`config.mk`:
```
export PLATFORM = sky130hd
export DESIGN_NAME = fixed_point_engine
export DESIGN_NICKNAME = d
export VERILOG_FILES = /design/src/rtl/fpu_pkg.sv /design/src/rtl/fixed_point_engine_half_multiplier.sv /design/src/rtl/fixed_point_engine.sv
export SDC_FILE = /design/constraint.sdc
export NUM_CORES = 1
export LEC_CHECK = 0
export CAP_MARGIN = 20
export CORE_ASPECT_RATIO = 0.9
export CORE_MARGIN = 2
export CORE_UTILIZATION = 45
export DETAILED_ROUTE_END_ITERATION = 6
export PLACE_DENSITY_LB_ADDON = 0.1
export SYNTH_ARGS = -nofsm -noshare
export SYNTH_HDL_FRONTEND = slang
export SYNTH_HIERARCHICAL = 1
export SYNTH_SLANG_ARGS = --single-unit
export TNS_END_PERCENT = 1
```
`constraint.sdc`:
```
create_clock -name clk -period 12.5 [get_ports clk]
set_input_delay 2.5 -clock clk [delete_from_list [all_inputs] [get_ports clk]]
set_output_delay 2.5 -clock clk [all_outputs]
set_load 0.01 [all_outputs]
```
`src/rtl/fpu_pkg.sv`:
```
// rtl/fpu_pkg.sv - opcodes, FSM state encoding and partial-product step indices for fixed_point_engine
package fpu_pkg;

  localparam logic [1:0] FPU_ADD  = 2'b00;
  localparam logic [1:0] FPU_SUB  = 2'b01;
  localparam logic [1:0] FPU_MUL  = 2'b10;
  localparam logic [1:0] FPU_SQRT = 2'b11;

  localparam logic [1:0] ST_IDLE = 2'd0;
  localparam logic [1:0] ST_EXEC = 2'd1;
  localparam logic [1:0] ST_DONE = 2'd2;

  // Partial-product order: lo*lo, lo*hi, hi*lo, hi*hi (operand A half first)
  localparam logic [1:0] STEP_LL = 2'd0;
  localparam logic [1:0] STEP_LH = 2'd1;
  localparam logic [1:0] STEP_HL = 2'd2;
  localparam logic [1:0] STEP_HH = 2'd3;

endpackage

```
`src/rtl/fixed_point_engine_half_multiplier.sv`:
```
// rtl/fixed_point_engine_half_multiplier.sv - combinational HxH unsigned multiplier shared by the MUL steps
module half_multiplier #(
  parameter int H = 16
) (
  input  logic [H-1:0]   a,
  input  logic [H-1:0]   b,
  output logic [2*H-1:0] p
);

  assign p = {{H{1'b0}}, a} * {{H{1'b0}}, b};

endmodule

```
`src/rtl/fixed_point_engine.sv`:
```
// rtl/fixed_point_engine.sv - sequential Q(WIDTH-FBITS).FBITS add/sub/mul/sqrt engine behind start/ready
// Optional feature macro: FPU_SATURATE_EN (clamp ADD/SUB/MUL overflow and flag error).
module fixed_point_engine
  import fpu_pkg::*;
#(
  parameter int WIDTH = 32,
  parameter int FBITS = 10
) (
  input  logic             clk,
  input  logic             reset,
  input  logic             start,
  input  logic [1:0]       operation,
  input  logic [WIDTH-1:0] operand_1,
  input  logic [WIDTH-1:0] operand_2,
  output logic [WIDTH-1:0] result,
  output logic             ready,
  output logic             busy,
  output logic             error
);

  localparam int H  = WIDTH / 2;
  localparam int N  = (WIDTH + FBITS) / 2;
  localparam int IW = $clog2(N + 1);

  logic [1:0]         state_q, state_d;
  logic [1:0]         op_q, op_d;
  logic [WIDTH-1:0]   mag_a_q, mag_a_d;
  logic [WIDTH-1:0]   mag_b_q, mag_b_d;
  logic               neg_q, neg_d;
  logic [1:0]         step_q, step_d;
  logic [2*WIDTH-1:0] acc_q, acc_d;
  logic [2*N-1:0]     rad_q, rad_d;
  logic [N:0]         rem_q, rem_d;
  logic [N-1:0]       root_q, root_d;
  logic [IW-1:0]      iter_q, iter_d;
  logic [WIDTH-1:0]   result_q, result_d;
  logic               error_q, error_d;

  // ADD/SUB is resolved straight from the inputs so DONE follows acceptance directly
  logic [WIDTH-1:0] add_res;
  logic             add_err;

`ifdef FPU_SATURATE_EN
  logic [WIDTH:0] add_sum;

  always_comb begin
    if (operation == FPU_SUB) begin
      add_sum = {operand_1[WIDTH-1], operand_1} - {operand_2[WIDTH-1], operand_2};
    end else begin
      add_sum = {operand_1[WIDTH-1], operand_1} + {operand_2[WIDTH-1], operand_2};
    end
    add_err = add_sum[WIDTH] ^ add_sum[WIDTH-1];
    if (add_err) begin
      add_res = add_sum[WIDTH] ? {1'b1, {(WIDTH-1){1'b0}}} : {1'b0, {(WIDTH-1){1'b1}}};
    end else begin
      add_res = add_sum[WIDTH-1:0];
    end
  end
`else
  always_comb begin
    add_res = (operation == FPU_SUB) ? (operand_1 - operand_2) : (operand_1 + operand_2);
    add_err = 1'b0;
  end
`endif

  logic [H-1:0]       pp_a;
  logic [H-1:0]       pp_b;
  logic [WIDTH-1:0]   pp;
  logic [2*WIDTH-1:0] pp_shift;
  logic [2*WIDTH-1:0] acc_next;
  logic [2*WIDTH-1:0] mul_prod;
  logic [WIDTH-1:0]   mul_res;
  logic               mul_err;

  half_multiplier #(.H(H)) u_half_mul (
    .a (pp_a),
    .b (pp_b),
    .p (pp)
  );

  always_comb begin
    pp_a = (step_q == STEP_HL || step_q == STEP_HH) ? mag_a_q[WIDTH-1:H] : mag_a_q[H-1:0];
    pp_b = (step_q == STEP_LH || step_q == STEP_HH) ? mag_b_q[WIDTH-1:H] : mag_b_q[H-1:0];
    case (step_q)
      STEP_LL: pp_shift = {{WIDTH{1'b0}}, pp};
      STEP_HH: pp_shift = {pp, {WIDTH{1'b0}}};
      default: pp_shift = {{H{1'b0}}, pp, {H{1'b0}}};
    endcase
    acc_next = acc_q + pp_shift;
    // Negating the full product before the arithmetic slice gives floor rounding
    mul_prod = neg_q ? -acc_next : acc_next;
    mul_res  = mul_prod[WIDTH+FBITS-1:FBITS];
    mul_err  = 1'b0;
`ifdef FPU_SATURATE_EN
    if (!((&mul_prod[2*WIDTH-1:WIDTH+FBITS-1]) || (~|mul_prod[2*WIDTH-1:WIDTH+FBITS-1]))) begin
      mul_err = 1'b1;
      mul_res = mul_prod[2*WIDTH-1] ? {1'b1, {(WIDTH-1){1'b0}}} : {1'b0, {(WIDTH-1){1'b1}}};
    end
`endif
  end

  logic [N+2:0] rem_sh;
  logic [N+2:0] trial;
  logic [N+2:0] rem_diff;
  logic         take;

  always_comb begin
    rem_sh   = {rem_q, rad_q[2*N-1 -: 2]};
    trial    = {1'b0, root_q, 2'b01};
    take     = (rem_sh >= trial);
    rem_diff = rem_sh - trial;
  end

  logic unused_bits;
  assign unused_bits = ^{mul_prod[2*WIDTH-1:WIDTH+FBITS], mul_prod[FBITS-1:0], rem_diff[N+2:N+1]};

  always_comb begin
    state_d  = state_q;
    op_d     = op_q;
    mag_a_d  = mag_a_q;
    mag_b_d  = mag_b_q;
    neg_d    = neg_q;
    step_d   = step_q;
    acc_d    = acc_q;
    rad_d    = rad_q;
    rem_d    = rem_q;
    root_d   = root_q;
    iter_d   = iter_q;
    result_d = result_q;
    error_d  = error_q;

    case (state_q)
      ST_IDLE: begin
        if (start) begin
          op_d = operation;
          case (operation)
            FPU_ADD, FPU_SUB: begin
              result_d = add_res;
              error_d  = add_err;
              state_d  = ST_DONE;
            end
            FPU_MUL: begin
              mag_a_d = operand_1[WIDTH-1] ? -operand_1 : operand_1;
              mag_b_d = operand_2[WIDTH-1] ? -operand_2 : operand_2;
              neg_d   = operand_1[WIDTH-1] ^ operand_2[WIDTH-1];
              acc_d   = '0;
              step_d  = STEP_LL;
              state_d = ST_EXEC;
            end
            default: begin
              if (operand_1[WIDTH-1]) begin
                result_d = '0;
                error_d  = 1'b1;
                state_d  = ST_DONE;
              end else begin
                rad_d   = {operand_1, {FBITS{1'b0}}};
                rem_d   = '0;
                root_d  = '0;
                iter_d  = '0;
                state_d = ST_EXEC;
              end
            end
          endcase
        end
      end
      ST_EXEC: begin
        if (op_q == FPU_MUL) begin
          acc_d  = acc_next;
          step_d = step_q + 2'd1;
          if (step_q == STEP_HH) begin
            result_d = mul_res;
            error_d  = mul_err;
            state_d  = ST_DONE;
          end
        end else begin
          rad_d  = rad_q << 2;
          rem_d  = take ? rem_diff[N:0] : rem_sh[N:0];
          root_d = {root_q[N-2:0], take};
          iter_d = iter_q + IW'(1);
          if (iter_q == IW'(N - 1)) begin
            result_d = {{(WIDTH-N){1'b0}}, root_q[N-2:0], take};
            error_d  = 1'b0;
            state_d  = ST_DONE;
          end
        end
      end
      ST_DONE: state_d = ST_IDLE;
      default: state_d = ST_IDLE;
    endcase
  end

  always_ff @(posedge clk or negedge reset) begin
    if (!reset) begin
      state_q  <= ST_IDLE;
      op_q     <= '0;
      mag_a_q  <= '0;
      mag_b_q  <= '0;
      neg_q    <= 1'b0;
      step_q   <= '0;
      acc_q    <= '0;
      rad_q    <= '0;
      rem_q    <= '0;
      root_q   <= '0;
      iter_q   <= '0;
      result_q <= '0;
      error_q  <= 1'b0;
    end else begin
      state_q  <= state_d;
      op_q     <= op_d;
      mag_a_q  <= mag_a_d;
      mag_b_q  <= mag_b_d;
      neg_q    <= neg_d;
      step_q   <= step_d;
      acc_q    <= acc_d;
      rad_q    <= rad_d;
      rem_q    <= rem_d;
      root_q   <= root_d;
      iter_q   <= iter_d;
      result_q <= result_d;
      error_q  <= error_d;
    end
  end

  assign result = result_q;
  assign ready  = (state_q == ST_DONE);
  assign busy   = (state_q != ST_IDLE);
  assign error  = error_q;

endmodule

```
**Word level (Yosys, flattened, before mapping)**

Index checks and enable logic that the tools add are counted.

- Flip-flop bits (word level): 258
- Input bits: 69

- Add/subtract/negate cells: 9
- Multipliers: 1
- $lt $le $gt $ge: 1
- Equality and inequality tests: 19
- Mux-type cells: 57
- Bitwise logic cells: 1
- Reduce and logical (&&, ||, !) cells: 15

Operator list:

| cell | count |
|---|---|
| $mux W32 | 8 |
| $pmux W64 S2 | 2 |
| $mux W42 | 5 |
| $mux W64 | 3 |
| $pmux W32 S2 | 2 |
| $mux W22 | 5 |
| $mux W21 | 4 |
| $pmux W42 S2 | 1 |
| $add A64 B64 Y64 | 1 |
| $neg A32 Y32 | 2 |
| $pmux W22 S2 | 1 |
| $neg A42 Y42 | 1 |
| $pmux W21 S2 | 1 |
| $add A32 B32 Y32 | 1 |
| $mul A16 B16 Y32 | 1 |
| $mux W16 | 2 |
| $sub A32 B32 Y32 | 1 |
| $ge A24 B23 Y1 | 1 |
| $sub A22 B22 Y22 | 1 |
| $mux W5 | 4 |
| $mux W2 | 8 |
| $ne A2 B2 Y1 const B | 6 |
| $pmux W2 S2 | 3 |
| $eq A2 B2 Y1 const B | 5 |
| other kinds (21) | 34 |

**Logic depth before layout (Yosys ltp)**

- Depth in word-level cells: 11
- Depth in mapped cells: 43

**By module**

The synthesis kept the hierarchy.

By module, submodules not included:

| module | times used | cells each | area each (um^2) | seq. area each (um^2) |
|---|---|---|---|---|
| fixed_point_engine | 1 | 2,036 | 17,239.0 | 5,655.4 |
| half_multiplier | 1 | 1,005 | 8,610.8 | 0.0 |

**Worst setup path after synthesis**

Ideal clock, no wire load.

- Kind: register to register
- Start: register step_q[0]
- End: register result_q[28], in the netlist result[28]
- Library setup time: 0.125 ns
- Arrival time: 10.242 ns
- Data required time: 12.375 ns
- Setup slack: 2.133 ns
- Cell stages (with the launch flop): 40
- Period minus slack after synthesis: 10.367 ns
- Path through: dfrtp_1 -> ha_1 -> clkbuf_1 -> nor2_1 -> clkbuf_1 -> mux2_2 -> clkbuf_1 -> and2_1 -> fa_1 -> inv_1 -> fa_1 -> inv_1 -> fa_1 -> fa_1 -> fa_1 -> inv_1 -> fa_1 -> inv_1 -> [... 4 more ...] -> a21bo_2 -> o21ba_2 -> o21ai_2 -> xor2_1 -> a22o_1 -> ha_1 -> and2_0 -> a221o_1 -> a31oi_1 -> o21ai_0 -> or3_1 -> o21ai_0 -> xnor2_1 -> o2111ai_1 -> o41ai_2 -> xor2_1 -> o22ai_1 -> mux2_2

- Longest elaborated chain between the ends: 11
- Elaborated cells between the ends (all ways): 18

Ends and longest elaborated chain:

| what | line | source |
|---|---|---|
| start: declaration | fixed_point_engine.sv:30 | `logic [1:0] step_q, step_d;` |
| start signal: assignment | fixed_point_engine.sv:213 | `step_q <= step_d;` |
| $eq A2 B1 Y1 or $eq A2 B2 Y1 (tied branches) | fixed_point_engine.sv:83 | `pp_b = (step_q == STEP_LH \|\| step_q == STEP_HH) ? mag_b_q[WIDTH-1:H] : mag_b_q[H-1:0];` |
| $logic_or A1 B1 Y1 * | fixed_point_engine.sv:83 |  |
| $mux W16 * | fixed_point_engine.sv:83 |  |
| via pp_b[6] | fixed_point_engine.sv:67 | `logic [H-1:0] pp_b;` |
| $mul A16 B16 Y32 * | fixed_point_engine_half_multiplier.sv:10 | `assign p = {{H{1'b0}}, a} * {{H{1'b0}}, b};` |
| via pp[27] | fixed_point_engine.sv:68 | `logic [WIDTH-1:0] pp;` |
| $pmux W64 S2 * | fixed_point_engine.sv:84 | `case (step_q)` |
| $add A64 B64 Y64 * | fixed_point_engine.sv:89 | `acc_next = acc_q + pp_shift;` |
| $neg A42 Y42 | fixed_point_engine.sv:91 | `mul_prod = neg_q ? -acc_next : acc_next;` |
| $mux W42 * | fixed_point_engine.sv:91 |  |
| $mux W32 * | fixed_point_engine.sv:170 | `if (step_q == STEP_HH) begin` |
| $mux W32 * | fixed_point_engine.sv:167 | `if (op_q == FPU_MUL) begin` |
| $pmux W32 S2 * | fixed_point_engine.sv:132 | `case (state_q)` |
| end signal: assignment | fixed_point_engine.sv:219 | `result_q <= result_d;` |
| end: declaration | fixed_point_engine.sv:36 | `logic [WIDTH-1:0] result_q, result_d;` |

Mark *: on every way through the listed nets, which the timed path passes. The rest lies on a longest branch. The select of a mux whose other input is x is not followed.
A chain may end at the register's enable or synchronous reset.

**Worst setup path after layout**

- Start: register step_q[0]
- End: register result_q[28], in the netlist result[28]

- Longest elaborated chain between the ends: 11
- Elaborated cells between the ends (all ways): 18

Ends and longest elaborated chain:

| what | line | source |
|---|---|---|
| $eq A2 B2 Y1 | fixed_point_engine.sv:82 | `pp_a = (step_q == STEP_HL \|\| step_q == STEP_HH) ? mag_a_q[WIDTH-1:H] : mag_a_q[H-1:0];` |
| $logic_or A1 B1 Y1 * | fixed_point_engine.sv:82 |  |
| $mux W16 * | fixed_point_engine.sv:82 |  |
| via pp_a[12] | fixed_point_engine.sv:66 | `logic [H-1:0] pp_a;` |
| $mul A16 B16 Y32 * | fixed_point_engine_half_multiplier.sv:10 |  |
| via pp[25] | fixed_point_engine.sv:68 |  |
| $pmux W64 S2 * | fixed_point_engine.sv:84 |  |
| $add A64 B64 Y64 * | fixed_point_engine.sv:89 |  |
| $neg A42 Y42 | fixed_point_engine.sv:91 |  |
| $mux W42 * | fixed_point_engine.sv:91 |  |
| $mux W32 * | fixed_point_engine.sv:170 |  |
| $mux W32 * | fixed_point_engine.sv:167 |  |
| $pmux W32 S2 * | fixed_point_engine.sv:132 |  |

Marked as above.

==> metrics.yaml <==
logic_synthesis:
  synth_edf_count: 0
  yosys_warnings: 6
  ys_seq_elements: 226
  syn-cell-area_sq_um: 25800
  syn_area_per_cell_sq_um: 8.50
  yosysUniqueCellTypes: 95
  synth-main-ff-cell: "dfrtp_1"
  async_reset_ff_share_pct: 100
  ys_seq_area_share_pct: 21.9
  synth_nets: 3514
  postSynthCellCount: 3041
setup_path:
  crit_slowest_cell: "fa_1"
  worstSetupPathType: "reg2reg"
  slowest_delay_ns: 0.61
  crit_path_start_kind: "flop"
  cp.arrival_ns: 12.12
  crit_fanout: 16
  crit_top_cell: "fa_1"
  cp-end-kind: "flop"
  critPathRequiredTime_ns: 12.99
clocking:
  cts_resized: 0
  post_cts_buffers: 0
  cts_sinks: 226
  ctsHoldBuffers: 0
  cts_buffers: 29
  cts-root-buf: "clkbuf_16"
  htree_levels: 1
  cts_tree: "built"
  clk_path_buf_depth: 3
  clkTransAtPathRegs_ns: 0.06
  clock_latency_ns: 0.60
place:
  place_hpwl_mm: 64.3
  io_buffers: 103
  gp_congestion: 0.935
  dp_cells: 3783
  pre_cts_slack_ns: 1.09
outcome:
  outcome: "complete, no violations"
sta:
  hold_violations: 0
  fin_worst_skew_ns: 0.0418
  min_period_ns: 11.63
  setup_ws_ns: 0.868
  worst_slew_pin_slew_ns: 1.06
  max_freq_mhz: 86.0
  setup_viol: 0
  slew_viol_final: 0
  fin_crit_sh_pct: 93.1
  setup_tns_ns: 0
  slew_headroom_pct: 29.0
  grt_setup_unrepaired: "false"
final_layout:
  drive_above_1_share_pct: 5.37
  final_nets: 3522
  ff_latch_area_sq_um: 5660
  fin_cells: 3837
  multiInputGateArea_sq_um: 18600
  fillers: 5539
  antennaDiodeCount: 0
  syn_to_final_growth_pct: 10.4
  utilization_pct: 50.2
detailed_routing:
  drc: 0
  postRouteAntennaNets: 0
  vias: 22192
  drt_iter0_markers: 1592
  vias_per_cell: 5.78
  post_drt_wl_per_cell_um: 21.3
  wl_mm: 81.8
  dr.pass1.iters: 7
floorplanning:
  core_area_sq_um: 56900
  die_y_um: 231
  die_area_sq_um: 59400
  die_w_um: 257
  row_count: 83
  start_util_pct: 45.4
  ioPinCount: 104
global_route:
  grt_pass1_wl_mm: 128
  overflow: 0
  antenna_found_initial: 0
  grt_max_degree: 134
  grt_pass1_vias: 21815
  grt_usage_pct: 27.4
flow_run:
  drv_cap: 0
worst_hold_path:
  hold_path_class: "reg2reg"
metal layers:
metal	wire length (um)	up-vias	global-route usage (%)
met3	3770	92	2.02
met1	37700	11130	39.5
met4	1970	0	6.41
li1	-	10390	-
met2	38400	580	45.0
met5	0	-	0
worst paths after layout:
path	cells past startpoint	end	startpoint	slack (ns)
max in group asynchronous	2	root_q[15]	reset	9.38
worst max-delay path	36	result[28]	step_q[0]	0.87
worst max register to register	36	result[28]	step_q[0]	0.87
worst min-delay path	2	mag_b_q[28]	mag_b_q[28]	0.47
worst min register to register	2	mag_b_q[28]	mag_b_q[28]	0.47
min in group asynchronous	1	acc_q[10]	reset	1.86
worst max-delay path: cells and delay by family, from the launching register on:
| kind | cells | cell delay (ns) |
|---|---|---|
| muxes | 2 | 0.81 |
| AOI/OAI and AO/OA | 13 | 3.75 |
| and+or+nand+nor | 4 | 0.91 |
| buffers and inverters | 5 | 0.49 |
| xor gates and xnor gates | 3 | 0.72 |
| adders and majority gates | 9 | 4.38 |
| DFF | 1 | 0.42 |
flip-flops by register name, indices dropped and copies added, names as in the netlist:
signal / cells
step_q: 2
mag_a_q: 32
rad_q: 32
result: 32
op_q: 2
root_q: 21
neg_q: 1
iter_q: 5
mag_b_q: 32
acc_q: 42
error: 1
rem_q: 22
state_q: 2
cell usage in the layout (no fill, tap or decap), types with 13 or more instances in the layout:
master	n
o21ai_0	257
a22o_1	46
nand2b_1	19
and2_1	146
nor2_1	129
mux2_2	34
ha_1	208
a21oi_1	134
inv_1	285
a31oi_1	22
mux2i_1	50
clkdlybuf4s50_1	102
or2_2	16
a21o_1	45
o31ai_1	31
nand2_1	463
xor2_1	127
nand3_1	36
buf_4	19
clkbuf_16	29
nand4_1	16
dfrtp_1	226
nor3_1	18
xnor2_1	89
fa_1	196
nor2b_1	23
o211ai_1	13
or3_1	17
a211oi_1	14
o21a_1	16
o21bai_1	13
stage by stage:
step | area (sq um) | hold slack (ns)
global placement | 27500 | 0.464
floorplan | 25800 | 0.439
global route | 28500 | 0.504
detailed placement | 27500 | 0.467
finish | 28500 | 0.475
CTS | 28500 | 0.480
Yosys cell counts (17+ instances only):
| library cell | number | area share, % |
|---|---|---|
| nor2_1 | 131 | 1.9 |
| nand2b_1 | 19 | 0.46 |
| a31oi_1 | 22 | 0.53 |
| o31ai_1 | 31 | 0.90 |
| mux2i_1 | 50 | 1.9 |
| nor2b_1 | 24 | 0.58 |
| fa_1 | 196 | 15 |
| nand2_1 | 464 | 6.7 |
| ha_1 | 208 | 10 |
| nand3_1 | 36 | 0.70 |
| dfrtp_1 | 226 | 22 |
| xor2_1 | 127 | 4.3 |
| a21o_1 | 45 | 1.3 |
| mux2_2 | 34 | 1.5 |
| o21ai_0 | 257 | 5.0 |
| inv_1 | 285 | 4.1 |
| clkbuf_1 | 139 | 2.0 |
| and2_1 | 146 | 3.5 |
| a21oi_1 | 134 | 2.6 |
| or3_1 | 17 | 0.41 |
| nor3_1 | 19 | 0.37 |
| xnor2_1 | 89 | 3.0 |
| a22o_1 | 46 | 1.6 |
layout make-up:
cell class | instances | area share, %
well taps | 765 | 3.35
clock inverters | 19 | 0.859
clock buffers | 35 | 2.73
flip-flops and latches | 226 | 19.8
multi-input cells | 2383 | 65.2
inverters | 285 | 3.75
repair buffers | 124 | 4.30
cell families after synthesis:
kind of cell	share of synthesized area (%)
adder cells (fa/ha/maj)	25.2
buffers and inverters	6.33
AO/OA/AOI/OAI	18.2
AND/OR/NAND/NOR	17.6
flip-flops	21.9
multiplexers	3.42
XOR/XNOR	7.32
Power is left out: the tool's default activity adds up to more than one toggle a clock period on the data nets, which glitch-free logic cannot reach.
